<file path="src/rtl/tdm_pkg.sv">
// Shared constants, state encoding and parity helper for the 4-lane TDM demultiplexer.
package tdm_pkg;

    localparam int LANES = 4;
    localparam int SLOTW = 2;

    typedef enum logic [1:0] {
        HUNT = 2'd0,
        RUN  = 2'd1,
        PAR  = 2'd2
    } state_t;

    // Returns the bit that makes the total count of ones even.
    function automatic logic even_parity(input logic [63:0] v);
        return ^v;
    endfunction

endpackage

</file>
<file path="src/rtl/tdm_demux4_demux1_4.sv">
// 1:4 select decoder producing the one-hot lane write enable for the shadow register.
module demux1_4
    import tdm_pkg::*;
(
    input  logic [SLOTW-1:0] sel,
    input  logic             en,
    output logic [LANES-1:0] we
);

    always_comb begin
        we = '0;
        if (en) we[sel] = 1'b1;
    end

endmodule

</file>
<file path="src/rtl/tdm_demux4.sv">
// Four-lane TDM demultiplexer: rebuilds one WORDW-bit word per lane from a rotating serial stream.
// Optional trailing even-parity bit per frame when TDM_DEMUX_PARITY_EN is defined.
//
// state | meaning
// HUNT  | waiting for the first frame_sync after reset
// RUN   | assembling a frame into the shadow register
// PAR   | frame complete, next valid bit is its parity (parity build only)
module tdm_demux4
    import tdm_pkg::*;
#(
    parameter int WORDW = 4
) (
    input  logic                   clk,
    input  logic                   rst_n,
    input  logic                   din,
    input  logic                   din_valid,
    input  logic                   frame_sync,
    output logic [LANES*WORDW-1:0] dout,
    output logic                   frame_valid,
    output logic                   sync_err,
    output logic                   parity_err
);

    localparam int FW = LANES * WORDW;
    localparam int BW = $clog2(WORDW);
    localparam logic [BW-1:0] BIT_LAST = BW'(WORDW - 1);

    state_t           state;
    logic [SLOTW-1:0] slot;
    logic [BW-1:0]    bitc;
    logic [FW-1:0]    shadow;
    logic [FW-1:0]    shadow_wr;
    logic [LANES-1:0] lane_we;
    logic             aligned;
    logic             last_bit;

    assign aligned  = (slot == '0) && (bitc == '0);
    assign last_bit = (slot == SLOTW'(LANES - 1)) && (bitc == BIT_LAST);

    demux1_4 u_demux (
        .sel (slot),
        .en  (din_valid && (state == RUN)),
        .we  (lane_we)
    );

    always_comb begin
        shadow_wr = shadow;
        for (int l = 0; l < LANES; l++) begin
            if (lane_we[l]) shadow_wr[l*WORDW + int'(bitc)] = din;
        end
    end

`ifdef TDM_DEMUX_PARITY_EN
    logic par_err_q;
    assign parity_err = par_err_q;
`else
    assign parity_err = 1'b0;
`endif

    always_ff @(posedge clk or negedge rst_n) begin
        if (!rst_n) begin
            state       <= HUNT;
            slot        <= '0;
            bitc        <= '0;
            shadow      <= '0;
            dout        <= '0;
            frame_valid <= 1'b0;
            sync_err    <= 1'b0;
`ifdef TDM_DEMUX_PARITY_EN
            par_err_q   <= 1'b0;
`endif
        end else begin
            frame_valid <= 1'b0;
            sync_err    <= 1'b0;
`ifdef TDM_DEMUX_PARITY_EN
            par_err_q   <= 1'b0;
`endif
            if (din_valid) begin
                case (state)
                    HUNT: begin
                        if (frame_sync) begin
                            shadow <= {{(FW-1){1'b0}}, din};
                            slot   <= SLOTW'(1);
                            bitc   <= '0;
                            state  <= RUN;
                        end
                    end
                    RUN: begin
                        if (frame_sync && !aligned) begin
                            // Misplaced sync: drop the partial frame and realign on this bit.
                            sync_err <= 1'b1;
                            shadow   <= {{(FW-1){1'b0}}, din};
                            slot     <= SLOTW'(1);
                            bitc     <= '0;
                        end else begin
                            shadow <= shadow_wr;
                            if (last_bit) begin
                                slot <= '0;
                                bitc <= '0;
`ifdef TDM_DEMUX_PARITY_EN
                                state <= PAR;
`else
                                dout        <= shadow_wr;
                                frame_valid <= 1'b1;
`endif
                            end else begin
                                slot <= slot + SLOTW'(1);
                                if (slot == SLOTW'(LANES - 1)) bitc <= bitc + BW'(1);
                            end
                        end
                    end
`ifdef TDM_DEMUX_PARITY_EN
                    PAR: begin
                        state <= RUN;
                        if (frame_sync) begin
                            sync_err <= 1'b1;
                            shadow   <= {{(FW-1){1'b0}}, din};
                            slot     <= SLOTW'(1);
                            bitc     <= '0;
                        end else begin
                            slot <= '0;
                            bitc <= '0;
                            if (din == even_parity(64'(shadow))) begin
                                dout        <= shadow;
                                frame_valid <= 1'b1;
                            end else begin
                                par_err_q <= 1'b1;
                            end
                        end
                    end
`endif
                    default: state <= HUNT;
                endcase
            end
        end
    end

endmodule

</file>
<file path="config.mk">
export PLATFORM = sky130hd
export DESIGN_NAME = tdm_demux4
export DESIGN_NICKNAME = d
export VERILOG_FILES = /design/src/rtl/tdm_pkg.sv /design/src/rtl/tdm_demux4_demux1_4.sv /design/src/rtl/tdm_demux4.sv
export SDC_FILE = /design/constraint.sdc
export NUM_CORES = 1
export LEC_CHECK = 0
export CAP_MARGIN = 20
export CORE_MARGIN = 2
export CORE_UTILIZATION = 52
export CTS_BUF_LIST = sky130_fd_sc_hd__clkbuf_8
export CTS_CLUSTER_SIZE = 40
export DETAILED_ROUTE_END_ITERATION = 10
export GPL_TIMING_DRIVEN = 0
export PLACE_DENSITY = 0.78
export SETUP_SLACK_MARGIN = 0.02
export SYNTH_ARGS = -nofsm -noshare
export SYNTH_HDL_FRONTEND = slang
export SYNTH_HIERARCHICAL = 1
export SYNTH_SLANG_ARGS = --single-unit
</file>
<file path="constraint.sdc">
create_clock -name clk -period 1.7 [get_ports clk]
set_input_delay 0.34 -clock clk [delete_from_list [all_inputs] [get_ports clk]]
set_output_delay 0.34 -clock clk [all_outputs]
set_load 0.03 [all_outputs]
</file>
==> reports/summary.txt <==
Synth Area in XOR/XNOR: 0%
Layout cells sized above 1: 33.9%
Ranking of synthesized cells by area: dfrtp_1 (49%), mux2_2 (7.9%), mux2i_1 (5.5%)
RSZ-0062 raised after global routing: true
IO Count: 24
Seq/Total Area, Yosys: 48.8%
Reg area: 978 um2
R2R cell count: 6
Grt peak-use layer: met2
Register bit total from synthesis: 39
Average cell area after synthesis: 11.4 um2
CP startpoint kind: register
H-tree depth: 2
Placed Instance Area: 0.00229 mm2
Internal: 1.73 mW
Chip width: 66.0 um
DRC viols: 0
Cts bufs inserted: 5
Max Transition Viols Final: 0
Multi-input logic area: 985 um2
Port bufs: 22
Count of flip-flops with a built-in enable after synthesis: 0
Core footprint: 0.00369 mm2
Status: finished with violations
Final hold viol count: 0
Sequential Power Share: 42.0%
Final setup margin: -0.0112 ns
Aggregate routed wire length: 4.45 mm
Reg2Reg Setup Slack: -0.01 ns
Post-DP HPWL: 2.99 mm
Net Switching: 867 uW
Hold Crit Class: in2async
Yosys top cell area share: 48.8%
Crit path capture type: register
Slew headroom: 43.1%
Synth Flop Type: dfrtp_1
Mux cell area share after synthesis: 13.9%
Tightest Pin Transition: 0.854 ns
Post-Synth Adder-Cell Area: 3.75%
Starting Density: 54.3%
Detailed Route Iter0 Violations: 90
Met3 Usage GRT: 4.77%
Leakage power: 1.44 nW
Synthesized net count: 186
Fill count: 278
Placed Cells incl. Taps: 245
Worst r2r src: state[0]
Post-Layout Inst Area: 0.00257 mm2
Vias in the first global route: 1562
Clock Latency Late Sink: 0.30 ns
GPL Wtd Cong: 0.853
Initial antenna violation count: 0
PwrDens: 1010 mW/mm2
Post-synth top cells: dfrtp_1 (39), nand2_1 (26), o21ai_0 (19)
# setup viols final: 2
Maxcap violations: 0
Largest net degree at the start of global routing: 40
Final Cycle Share: 101%
First-pass GRT wire length: 7.38 mm
Nets@finish: 230
Met2 usage: 36.7%
Sw Ratio: 33.4%
Clock tree buffer depth: 2
Root Driver: clkbuf_8
Die Footprint: 0.00436 mm2
Combinational Power Share: 35.5%
TritonRoute pass-1 iters: 4
GR Util met1: 29.6%
Peak supply drop: 583 uV
YS warnings: 6
Row cnt: 22
Synth Area in Compound Gates: 17.1%
Critical R2R Capture: dout[3]
DR vias: 1514
Cells after synthesis: 175
Layout Cells excl Fill: 266
Netlist cell types: 37
Fmax: 584 MHz
Worst slack at placement: -0.709 ns
Grt ovf: 0
Hold buffer count at CTS: 0
All-Layer GR Usage: 22.9%
Area leader, netlist: dfrtp_1
Largest family of logic cells by synthesized area: compound AO/OA/AOI/OAI gates
Chip height: 66.0 um
Clock transition at path regs: 0.07 ns
Ant diodes: 0
CP arrival: 1.89 ns
Clock Skew: 0.00552 ns
Total clock sinks: 39
Clock Power Share: 22.5%
Synth Area in Simple Gates: 10.7%
DR vias/cell: 5.69
Avg WL per Cell: 16.7 um
CP max FO: 4
Critical path class: reg2reg
Failing checks: negative setup slack
Setup tns final: -0.0205 ns
Critical path required time: 1.88 ns
Min Tclk post-route: 1.71 ns
Layout area overhead: 28.6%
Ys async rst share: 100%
Most frequent cell after synthesis: dfrtp_1
CTS tree: done
Post-route ant nets: 0
Mapped cell area: 0.00200 mm2
power groups by stage:
stage               sequential [mW]  combinational (mW)  clock, mW
CTS                            1.09               0.870      0.599
floorplan                      1.12               0.518          0
global placement               1.12               0.681          0
finish                         1.09               0.922      0.584
global route                   1.11               0.990      0.649
detailed placement             1.13               0.713          0
metal layers:
layer | part of all wire [%] | wire (um) | vias up
met4 | 1.6 | 72 | 0
li1 | - | - | 711
met3 | 4.2 | 185 | 6
met1 | 45 | 1990 | 763
met2 | 49 | 2200 | 34
met5 | 0 | 0 | -
logic make-up after synthesis:
| logic type | count (synthesis) |
|---|---|
| DFF | 39 |
| muxes | 26 |
| other | 1 |
| AOI/OAI and AO/OA | 48 |
| buffers and inverters | 18 |
| and+or+nand+nor | 37 |
| adders and majority gates | 6 |
per-stage QoR:
| stage | power [mW] | utilization [%] | hold slack [ns] |
|---|---|---|---|
| floorplan | 1.64 | - | 0.0444 |
| global placement | 1.80 | 62.2 | 0.465 |
| detailed placement | 1.84 | 62.0 | 0.481 |
| CTS | 2.56 | 67.0 | 0.175 |
| global route | 2.74 | 69.8 | 0.209 |
| finish | 2.60 | 69.8 | 0.147 |
placed cells by master (no fill, tap or decap), types with 3 or more instances in the layout:
| cell type | count |
|---|---|
| dlymetal6s2s_1 | 12 |
| clkdlybuf4s50_1 | 6 |
| buf_2 | 5 |
| mux2_4 | 3 |
| buf_4 | 17 |
| o31ai_1 | 8 |
| inv_1 | 5 |
| nand2_1 | 21 |
| a32o_1 | 4 |
| mux2_2 | 11 |
| dfrtp_1 | 37 |
| mux2i_1 | 9 |
| o21ai_1 | 3 |
| o21ai_0 | 17 |
| a22o_1 | 3 |
| clkbuf_8 | 5 |
| buf_6 | 5 |
| nand2_2 | 4 |
| ha_1 | 3 |
worst max path at each step:
stage                         start        end  slack (ns)  cells past startpoint
after detailed placement  din_valid    dout[0]       -0.71                      7
after floorplan            state[0]    dout[4]        0.03                      7
after global placement    din_valid  shadow[0]       -0.71                      7
after CTS                  state[0]  shadow[0]       0.005                      7
after global routing       state[0]    dout[3]       -0.08                      6
final                      state[0]    dout[3]       -0.01                      6
sequential cells by signal, indices dropped and copies added (netlist names):
name and count:
dout 16, shadow 16, bitc 2, slot 2, frame_valid 1, state 1
sync_err 1
layout make-up:
type,instances,area share (%)
Buffer,12,3.74
Clock buffer,5,2.67
Sequential cell,39,38.0
Multi-Input combinational cell,118,38.3
Clock inverter,1,0.292
Timing Repair Buffer,37,13.8
Tap cell,48,2.33
Inverter,6,0.875
timing repair:
| item | in CTS | in global routing |
|---|---|---|
| gates resized for setup | 15 | 29 |
| setup endpoints to repair | 36 | 38 |
| pin swaps | 5 | 3 |
| buffers inserted | 10 | 5 |
| gates cloned | 0 | 0 |
critical path: stages (launching register included):
cell	delay (ns)
dfrtp_1	0.41
buf_6	0.13
nand2_4	0.04
inv_2	0.08
nor3b_4	0.28
mux2_2	0.37
mux2_1	0.29
Power figures use the tool's default switching activity.
